==> src/rtl/qpsk_pkg.sv <==
// Shared definitions for the QPSK symbol scheduler: FSM encoding, counter
// widths and the fixed preamble constellation points.
package qpsk_pkg;

    typedef enum logic [2:0] {
        ST_IDLE,
        ST_PREAMBLE,
        ST_COLLECT_I,
        ST_COLLECT_Q,
        ST_DONE
    } state_t;

    localparam int K_W    = 8;
    localparam int PCNT_W = 16;

    // Preamble symbols packed as {I, Q}; the pattern alternates starting at (1,1).
    localparam logic [1:0] PRE_SYM_EVEN = 2'b11;
    localparam logic [1:0] PRE_SYM_ODD  = 2'b00;

    function automatic logic [1:0] preamble_sym(input logic [K_W-1:0] k);
        return k[0] ? PRE_SYM_ODD : PRE_SYM_EVEN;
    endfunction

endpackage

==> src/rtl/qpsk_sym_reg.sv <==
// Single-entry output holding slot: loads a new {I,Q} symbol when free,
// holds it while the consumer stalls, and drops valid on an accept with no reload.
module qpsk_sym_reg (
    input  logic clk1,
    input  logic rst,
    input  logic load,
    input  logic load_i,
    input  logic load_q,
    input  logic sym_ready,
    output logic sym_i,
    output logic sym_q,
    output logic sym_valid,
    output logic slot_free
);

    assign slot_free = !sym_valid || sym_ready;

    // load is only raised by the scheduler while slot_free is true
    always_ff @(posedge clk1) begin
        if (rst) begin
            sym_i     <= 1'b0;
            sym_q     <= 1'b0;
            sym_valid <= 1'b0;
        end else if (load) begin
            sym_i     <= load_i;
            sym_q     <= load_q;
            sym_valid <= 1'b1;
        end else if (sym_ready) begin
            sym_valid <= 1'b0;
        end
    end

endmodule

==> src/rtl/qpsk_symbol_scheduler.sv <==
// Frame scheduler: emits an alternating preamble, then pairs serial payload
// bits into QPSK symbols (first bit -> I, second -> Q) through a holding slot.
module qpsk_symbol_scheduler
    import qpsk_pkg::*;
#(
    parameter int PREAMBLE_LEN = 8,
    parameter int PAYLOAD_SYMS = 64
) (
    input  logic       clk1,
    input  logic       rst,
    input  logic       start,
    input  logic       bit_in,
    input  logic       bit_valid,
    output logic       bit_ready,
    output logic [1:0] Ichannel,
    output logic [1:0] Qchannel,
    output logic       sym_valid,
    input  logic       sym_ready,
    output logic       frame_busy,
    output logic       frame_done
);

    localparam logic [K_W-1:0]    K_LAST    = K_W'(PREAMBLE_LEN - 1);
    localparam logic [PCNT_W-1:0] PCNT_LAST = PCNT_W'(PAYLOAD_SYMS - 1);

    state_t              state;
    state_t              state_nxt;
    logic [K_W-1:0]      k;
    logic [PCNT_W-1:0]   pcnt;
    logic                pend_i;
    logic                slot_free;
    logic                load;
    logic                load_i;
    logic                load_q;
    logic                sym_i;
    logic                sym_q;
    logic [1:0]          pre_sym;

    always_ff @(posedge clk1) begin
        if (rst) state <= ST_IDLE;
        else     state <= state_nxt;
    end

    always_comb begin
        state_nxt = state;
        unique case (state)
            ST_IDLE:      if (start) state_nxt = ST_PREAMBLE;
            ST_PREAMBLE:  if (slot_free && k == K_LAST) state_nxt = ST_COLLECT_I;
            ST_COLLECT_I: if (bit_valid) state_nxt = ST_COLLECT_Q;
            ST_COLLECT_Q: begin
                if (bit_valid && slot_free)
                    state_nxt = (pcnt == PCNT_LAST) ? ST_DONE : ST_COLLECT_I;
            end
            ST_DONE:      if (slot_free) state_nxt = ST_IDLE;
            default:      state_nxt = ST_IDLE;
        endcase
    end

    always_comb begin
        load       = 1'b0;
        load_i     = 1'b0;
        load_q     = 1'b0;
        bit_ready  = 1'b0;
        frame_done = 1'b0;
        pre_sym    = preamble_sym(k);
        unique case (state)
            ST_PREAMBLE: begin
                if (slot_free) begin
                    load   = 1'b1;
                    load_i = pre_sym[1];
                    load_q = pre_sym[0];
                end
            end
            ST_COLLECT_I: bit_ready = 1'b1;
            ST_COLLECT_Q: begin
                // the Q bit is only taken when its symbol can enter the slot
                bit_ready = slot_free;
                if (bit_valid && slot_free) begin
                    load   = 1'b1;
                    load_i = pend_i;
                    load_q = bit_in;
                end
            end
            ST_DONE:  frame_done = slot_free;
            default: ;
        endcase
    end

    assign frame_busy = (state != ST_IDLE);

    always_ff @(posedge clk1) begin
        if (rst) begin
            k      <= '0;
            pcnt   <= '0;
            pend_i <= 1'b0;
        end else begin
            unique case (state)
                ST_IDLE: begin
                    if (start) begin
                        k    <= '0;
                        pcnt <= '0;
                    end
                end
                ST_PREAMBLE:  if (slot_free) k <= k + K_W'(1);
                ST_COLLECT_I: if (bit_valid) pend_i <= bit_in;
                ST_COLLECT_Q: if (bit_valid && slot_free) pcnt <= pcnt + PCNT_W'(1);
                default: ;
            endcase
        end
    end

    qpsk_sym_reg u_sym_reg (
        .clk1      (clk1),
        .rst       (rst),
        .load      (load),
        .load_i    (load_i),
        .load_q    (load_q),
        .sym_ready (sym_ready),
        .sym_i     (sym_i),
        .sym_q     (sym_q),
        .sym_valid (sym_valid),
        .slot_free (slot_free)
    );

    assign Ichannel = {1'b0, sym_i};
    assign Qchannel = {1'b0, sym_q};

endmodule
==> config.mk <==
export PLATFORM = sky130hd
export DESIGN_NAME = qpsk_symbol_scheduler
export DESIGN_NICKNAME = d
export VERILOG_FILES = /design/src/rtl/qpsk_pkg.sv /design/src/rtl/qpsk_sym_reg.sv /design/src/rtl/qpsk_symbol_scheduler.sv
export SDC_FILE = /design/constraint.sdc
export NUM_CORES = 1
export LEC_CHECK = 0
export CORE_AREA = 10 10 79 60
export CTS_BUF_LIST = sky130_fd_sc_hd__clkbuf_4 sky130_fd_sc_hd__clkbuf_8 sky130_fd_sc_hd__clkbuf_16
export CTS_CLUSTER_SIZE = 12
export DETAILED_ROUTE_END_ITERATION = 7
export DIE_AREA = 0 0 89 70
export GPL_ROUTABILITY_DRIVEN = 1
export PLACE_DENSITY = 0.76
export SYNTH_ARGS = -nofsm -noshare
export SYNTH_HDL_FRONTEND = slang
export SYNTH_SLANG_ARGS = --single-unit
==> constraint.sdc <==
create_clock -name clk1 -period 2.07 [get_ports clk1]
set_clock_uncertainty 0.1 [all_clocks]
set_input_delay 0.414 -clock clk1 [delete_from_list [all_inputs] [get_ports clk1]]
set_output_delay 0.414 -clock clk1 [all_outputs]
set_load 0.005 [all_outputs]
### After elaboration in Yosys (flattened, before gate mapping)

Index checks and enable logic that the tools add are counted.

| operators by class | value |
|---|---|
| $add $sub $neg | 2 |
| eq/ne operators | 12 |
| muxes and demuxes | 27 |
| reductions and logical operators | 13 |

Operator list:

| cell | count |
|---|---|
| $mux W16 | 2 |
| $pmux W16 S2 | 1 |
| $mux W3 | 6 |
| $add A16 B1 Y16 const B | 1 |
| $eq A16 B6 Y1 const B | 1 |
| $mux W8 | 2 |
| $pmux W8 S2 | 1 |
| $pmux W3 S5 | 1 |
| $ne A2 B2 Y1 const B | 6 |
| $mux W1 | 9 |
| $add A8 B1 Y8 const B | 1 |
| $eq A8 B3 Y1 const B | 1 |
| $pmux W1 S2 | 4 |
| $eq A3 B2 Y1 const B | 2 |
| $reduce_and A3 Y1 | 2 |
| $reduce_bool A2 Y1 | 3 |
| $reduce_and A5 Y1 | 1 |
| $eq A3 B1 Y1 const B | 1 |
| $eq A3 B3 Y1 const B | 1 |
| $logic_not A3 Y1 | 1 |
| $reduce_bool A3 Y1 | 1 |
| $logic_and A1 B1 Y1 | 2 |
| $mux W2 | 1 |
| $reduce_and A2 Y1 | 1 |
| 2 further kinds | 2 |

| word-level totals | value |
|---|---|
| register bits after elaboration | 31 |
| input bits | 6 |
| output and inout port bits | 8 |
| word-level logic and storage cells | 61 |

### Depth between registers and ports, before layout

| logic depth | value |
|---|---|
| depth in word-level cells | 6 |
| mapped depth | 7 |
| gate-level depth less buffers | 5 |

### By module

A second synthesis with hierarchy kept.

| unflattened totals | value |
|---|---|
| cell total of the unflattened synthesis | 205 |
| area, all modules | 1691.6 µm² |

Modules (own cells, without submodules):

| module | instances | cells each | area each (µm²) | sequential area each (µm²) |
|---|---|---|---|---|
| qpsk_symbol_scheduler | 1 | 195 | 1581.5 | 560.5 |
| qpsk_sym_reg | 1 | 10 | 110.1 | 60.1 |

### Least setup slack after synthesis

Ideal clock, no wire load.

| timing path | value |
|---|---|
| path type | register -> register |
| start | reg pcnt[0] |
| end | reg pcnt[12] |
| setup time | 0.134 ns |
| data arrival time | 1.551 ns |
| required time | 1.836 ns |
| slack | 0.285 ns |
| cell stages (with the launch flop) | 6 |
| path buffers | 0 |
| clock period less this slack | 1.785 ns |
| path through | dfxtp_1 -> ha_1 -> inv_1 -> or4_1 -> o311ai_0 -> o31ai_1 |

| between the ends | value |
|---|---|
| cells in the longest elaborated chain, start to end | 3 |

RTL lines:

| what | line | RTL |
|---|---|---|
| start: declaration | qpsk_symbol_scheduler.sv:29 | `logic [PCNT_W-1:0] pcnt;` |
| start signal: assignment | qpsk_symbol_scheduler.sv:106 | `ST_COLLECT_Q: if (bit_valid && slot_free) pcnt <= pcnt + PCNT_W'(1);` |
| $add A16 B1 Y16 | qpsk_symbol_scheduler.sv:106 |  |
| $mux W16 | qpsk_symbol_scheduler.sv:106 |  |
| $pmux W16 S2 | qpsk_symbol_scheduler.sv:97 | `unique case (state)` |

Every way passes these cells. The select of a mux whose other input is x is not followed.
A chain may end at the register's enable or synchronous reset.

### Worst setup path in the final report

| timing path | value |
|---|---|
| start | in sym_ready |
| end | out frame_done |

| between the ends | value |
|---|---|
| cells in the longest elaborated chain, start to end | 2 |

RTL lines:

| what | line | RTL |
|---|---|---|
| start: declaration | qpsk_symbol_scheduler.sv:18 | `input logic sym_ready,` |
| $logic_or A1 B1 Y1 | qpsk_sym_reg.sv:16 | `assign slot_free = !sym_valid \|\| sym_ready;` |
| $mux W1 | qpsk_symbol_scheduler.sv:66 | `unique case (state)` |
| end: declaration | qpsk_symbol_scheduler.sv:20 | `output logic frame_done` |

Every way passes these cells.

==> results.md <==
- Status: completed
- Synth Area in Compound Gates: 19.8%
- Layout Cells excl Fill: 274
- Inst Count DP: 261
- Setup crit end kind: output pin
- CTS max path bufs: 2
- Initial antenna violation count: 0
- CP Cell Sequence: dlygate4sd2_1, nand2b_4, and3_1, clkdlybuf4s50_1
- WL met3: 313 µm
- Worst Path Max Fanout: 5
- Worst hold path type: flop to flop
- Slew Limit Fails: 0
- Iter 0 DRT Violations: 120
- Largest net degree at the start of global routing: 21
- Root Buffer: clkbuf_8
- Routed wl met2: 1990 µm
- Synth area leaders: dfxtp_1, o31ai_1, or4_1
- Synth cell count leaders: dfxtp_1, a21oi_1, o31ai_1
- Max Fclk: 493 MHz
- Main synth FF type: dfxtp_1
- Cell Area, Synth: 1730 µm²
- Chip Width: 89 µm
- Kind of critical path: primary input to output pin
- Buffers on Ports: 11
- CP max stage delay: 500 ps
- Power Density: 892 nW/µm²
- Area leader, netlist: dfxtp_1
- Synth Instances: 202
- Power Total: 1.93 mW
- Die ar.: 6230 µm²
- WL/cell: 17.2 µm
- Critical Path Source Type: primary input
- Top delay family on crit path: buffers and inverters
- Number of global-route vias before repair: 1,715
- IR drop worst, VDD: 0.738 mV
- Initial Util: 51.6%
- Nets: 241
- Yosys cell types: 47
- Synth Warn #: 0
- Avg Cell Area, Syn: 8.57 µm²
- Top Layer Used: met4
- Mux cell area share after synthesis: 2.89%
- Combinational family with the most area after synthesis: simple AND/OR/NAND/NOR gates
- Vias: 1,765
- Max cap viols: 0
- Sequential area share after synthesis: 35.9%
- Synthesis-to-layout area growth: 25.4%
- GR Util All Layers: 16.0%
- Clock Latency Late Sink: 300 ps
- Via density: 6.44
- Post-synthesis xor/xnor area fraction: 1.52%
- GRT overflow: 0
- CTS tree: done
- DRT met1 WL: 2180 µm
- Fin Hold WS: 397 ps
- DP HPWL: 3350 µm
- Buf/Inv on CP: 2
- Antenna viol nets, final: 0
- Boundary pin count: 14
- Required time worst endpoint: 1560 ps
- Fin crit share: 98.0%
- GP Congestion: 0.918
- Clk slew on worst S/H paths: 70 ps
- Vert. Die Dim: 70 µm
- Count of final setup violators: 0
- # DRC: 0
- #FFs+latches synth: 31
- Asr flop ratio synth: 0%
- LEAKAGE: 0.763 nW
- EDFF count, synth: 0
- First-pass GRT wire length: 8100 µm
- Clk sinks: 31
- Most common cell in the netlist: dfxtp_1
- Hold_buf cts: 0
- ANT cells: 0
- DRT Pass-1 Iters: 5
- Crit path arrival time: 1510 ps
- Final min period: 2030 ps
- Share of post-route cells with drive strength above 1: 19.7%
- Row count: 18
- Adder-Cell Fraction of Synth Area: 1.45%
- Simple-gate area share of the yosys netlist: 32.6%
- Htree depth: 2
- Cts bufs inserted: 5
- Core Footprint: 3360 µm²
- CP max stage cell: clkdlybuf4s50_1
- Routed WL: 4710 µm
- Yosys top cell area share: 35.9%
- Fin. Hold Viols: 0
[layout make-up]
type                       instances  area, µm²
fill                             272       1190
multi-input combinational        153       1030
inverter                           3       11.3
clock buffer                       6       82.6
clock inverter                     2       35.0
tap                               40       50.0
timing repair buffer              39        333
sequential                        31        627
[state kept, by name, summed over array words and instances (netlist names)]
signal and flops:
pcnt 16, k 8, state 3, pend_i 1, u_sym_reg.sym_i 1, u_sym_reg.sym_q 1, u_sym_reg.sym_valid 1
[layer usage]
metal,vias up,global-route usage [%]
met3,18,4.63
met2,65,22.1
met5,-,0
met1,835,21.0
met4,0,10.2
li1,847,-
[layout by cell type, fill, tap and decap left out, types with 3 or more instances in the layout]
master / instances
nor4_1: 4
or4_1: 11
nor4bb_1: 3
nand3_1: 9
o31ai_1: 13
o311ai_0: 6
clkbuf_8: 6
nor2_1: 8
o21ai_0: 4
and3_1: 3
or3_1: 12
dfxtp_1: 28
nand4_1: 9
nand2_1: 11
mux2i_1: 5
buf_4: 27
a21oi_1: 15
inv_1: 3
and4_1: 3
clkdlybuf4s50_1: 8
[report_power, final]
| group | total (mW) | switching (mW) | internal (mW) |
|---|---|---|---|
| registers | 0.715 | 0.0721 | 0.643 |
| clock network | 0.634 | 0.245 | 0.389 |
| logic | 0.585 | 0.278 | 0.308 |
| total | 1.93 | 0.594 | 1.34 |
[cell families (layout without fill, tap and decap cells)]
| group | count (synthesis) | in the layout |
|---|---|---|
| other cells | 1 | 2 |
| fa+ha+maj | 2 | 2 |
| flops | 31 | 31 |
| mux | 5 | 5 |
| xor+xnor | 3 | 3 |
| compound gates | 49 | 49 |
| buf+inv | 19 | 50 |
| simple gates | 92 | 92 |
[worst min-delay path: cells and delay by family (launching register included)]
kind	cells	cell delay, ps
AO/OA/AOI/OAI	2	120
flip-flops	1	330
[path summary, 6_finish.rpt]
check	from	to	slack, ps	depth (start not counted)
max reg2reg	pcnt[1]$_SDFFE_PP0P_	pcnt[12]$_SDFFE_PP0P_	110	5
max	sym_ready	frame_done	40	4
min reg2reg	k[6]$_SDFFE_PP0P_	k[6]$_SDFFE_PP0P_	400	2
min	k[6]$_SDFFE_PP0P_	k[6]$_SDFFE_PP0P_	400	2
[metrics by stage]
| step | cell area, µm² | TNS [ps] | util, % | setup WS (ps) |
|---|---|---|---|---|
| 2_1_floorplan | 1730 | 0 | - | 285 |
| 3_3_place_gp | 1990 | -1790 | 59.4 | -269 |
| 3_5_place_dp | 1990 | -2930 | 59.4 | -275 |
| 4_1_cts | 2120 | -31.9 | 63.2 | -31.9 |
| 5_1_grt | 2170 | -11.1 | 64.7 | -11.1 |
| 6_report | 2170 | 0 | 64.7 | 42.0 |
[timing repair]
action | CTS | global route
hold endpoints to repair | 0 | 0
buffers inserted | 0 | 5
endpoints found under the setup margin | 3 | 3
pin swaps | 0 | 2
gates resized for setup | 6 | 5
Power figures use the tool's default switching activity.
==> RTL edit: new RTL, same flow settings <==
Set the parameter `PAYLOAD_SYMS` to 32 (it was 64).
--- a/src/rtl/qpsk_symbol_scheduler.sv
+++ b/src/rtl/qpsk_symbol_scheduler.sv
@@ -4,7 +4,7 @@
     import qpsk_pkg::*;
 #(
     parameter int PREAMBLE_LEN = 8,
-    parameter int PAYLOAD_SYMS = 64
+    parameter int PAYLOAD_SYMS = 32
 ) (
     input  logic       clk1,
     input  logic       rst,
Function: no difference found for any inputs over 10 cycles, from zero or initial values and one cycle with rst high; that may be too few to reach the edited logic, so the function may still have changed.
==> RTL edit against the original RTL <==
  * Cell area down 5.5%
  * Total power fell by 15%
  * Via count shrank 12%
  * Critical path depth up 1
  * Synthesized area down 3.5%
  * Sequential cell count unchanged
  * Wire length down 17%
  * Worst setup slack gained 0.022 ns
  * Sequential power decreased by 4.2%
  * Final cell count down 2.9%
  * Highest routed layer unchanged
==> RTL edit: results (changes against the original RTL) <==
Crit path max-delay cell type: nor4bb_1 (was clkdlybuf4s50_1)
Via count: 1562 (was 1765)
1st-iter DRT viols: 145 (was 120)
Met2 WL post-DR: 1610 um (was 1990 um)
Setup WS pre-CTS: -0.239 ns (was -0.275 ns)
CP top delay family: simple AND/OR/NAND/NOR gates (was buffers and inverters)
Metal3 WL: 284 um (was 313 um)
Top flop regs: pcnt x16, k x8, state x3 (unchanged)
Vias in the first global route: 1409 (was 1715)
Post-synth top cells: dfxtp_1 (31), a21oi_1 (19), nand2_1 (16) (was dfxtp_1 (31), a21oi_1 (15), o31ai_1 (13))
Critical path peak fanout: 3 (was 5)
Tot GR Track Use: 0.134 (was 0.160)
Status: completed (unchanged)
First-pass GRT wire length: 6690 um (was 8100 um)
Pleak: 0.723 nW (was 0.763 nW)
GPL Wtd Cong: 0.885 (was 0.918)
Antenna violations before repair: 0 (unchanged)
H-tree depth: 2 (unchanged)
Met1 wire length: 1970 um (was 2180 um)
Share of cells above drive strength 1: 0.177 (was 0.197)
Flop pwr share: 0.418 (was 0.370)
Synth unique cells: 49 (was 47)
Clock transition at the registers of the reported paths: 0.06 ns
M1 GR Usage: 0.184 (was 0.210)
Synth warn: 0 (unchanged)
Hpwl dp: 2860 um (was 3350 um)
Routed wire per std cell: 14.7 um (was 17.2 um)
CP Data Arrival Time: 2.07 ns (was 1.51 ns)
Met2 usage: 0.182 (was 0.221)
DR pass1 iterations: 4 (was 5)
Total CTS buffers: 5 (unchanged)
Highest Signal Layer: met4 (unchanged)
GR Util met3: 0.0463 (unchanged)
Port Buffers: 11 (unchanged)
Worst IR Drop VDD: 0.000577 V (was 0.000738 V)
Nets: 234 (was 241)
Sw power: 0.500 mW (was 0.594 mW)
Post-CTS Resized: 6 (unchanged)
Buffers inserted by post-CTS timing repair: 0 (unchanged)
FFs w/ async S/R, synth: 0 (unchanged)
Largest net degree at the start of global routing: 22 (was 21)
Slowest Stage Delay on Critical Path: 0.40 ns (was 0.50 ns)
Register area share after synthesis: 0.372 (was 0.359)
Top cells by area, synth: dfxtp_1 (37%), a21oi_1 (5.7%), nand2_1 (3.6%) (was dfxtp_1 (36%), o31ai_1 (5.6%), or4_1 (4.8%))
Longest Clk Path Bufs: 2 (unchanged)
Ant. Diodes: 0 (unchanged)
Fillers: 281 (was 272)
Clk network pwr share: 0.294 (was 0.328)
-- RTL edit: worst register-to-register path: cells and delay by family, from the launching register on --
family | cells | cell delay (ns)
adders and majority gates | 1 | 0.16
and+or+nand+nor | 2 | 0.55
muxes | 1 | 0.33
AOI/OAI and AO/OA | 1 | 0.40
DFF | 1 | 0.35
-- RTL edit: per-stage QoR --
step	area [um^2]	total power, mW	cells	utilization	hold WS, ns
after detailed placement	1950	1.16	259	0.581	0.367
final	2050	1.64	266	0.611	0.369
after CTS	2040	1.65	266	0.609	0.374
after floorplan	1670	0.950	198	-	0.343
after global placement	1950	1.15	259	0.581	0.358
after global routing	2050	1.73	266	0.611	0.409
-- RTL edit: kinds of logic (layout without fill, tap and decap cells) --
group	count (synthesis)	in the layout	share of synthesized area
compound gates	46	46	0.177
simple gates	89	89	0.321
xor+xnor	3	3	0.0157
flops	31	31	0.372
buf+inv	19	47	0.0607
other cells	1	2	0.00225
fa+ha+maj	2	2	0.0150
mux	6	6	0.0367
-- RTL edit: cell type report --
class / instances / area share
Tap cell: 40 / 0.0244
Clock inverter: 1 / 0.00244
Inverter: 7 / 0.0128
Multi-Input combinational cell: 148 / 0.469
Clock buffer: 6 / 0.0403
Sequential cell: 31 / 0.306
Timing Repair Buffer: 33 / 0.145
-- RTL edit: worst paths after layout --
check                                      startpoint                     to  slack [ns]  depth (start not counted)
worst max-delay path                k[1]$_SDFFE_PP0P_  state[0]$_SDFFE_PP0P_        0.06                          5
worst min-delay path            pcnt[15]$_SDFFE_PP0P_  pcnt[15]$_SDFFE_PP0P_        0.37                          2
worst max register to register      k[1]$_SDFFE_PP0P_  state[0]$_SDFFE_PP0P_        0.06                          5
worst min register to register  pcnt[15]$_SDFFE_PP0P_  pcnt[15]$_SDFFE_PP0P_        0.37                          2
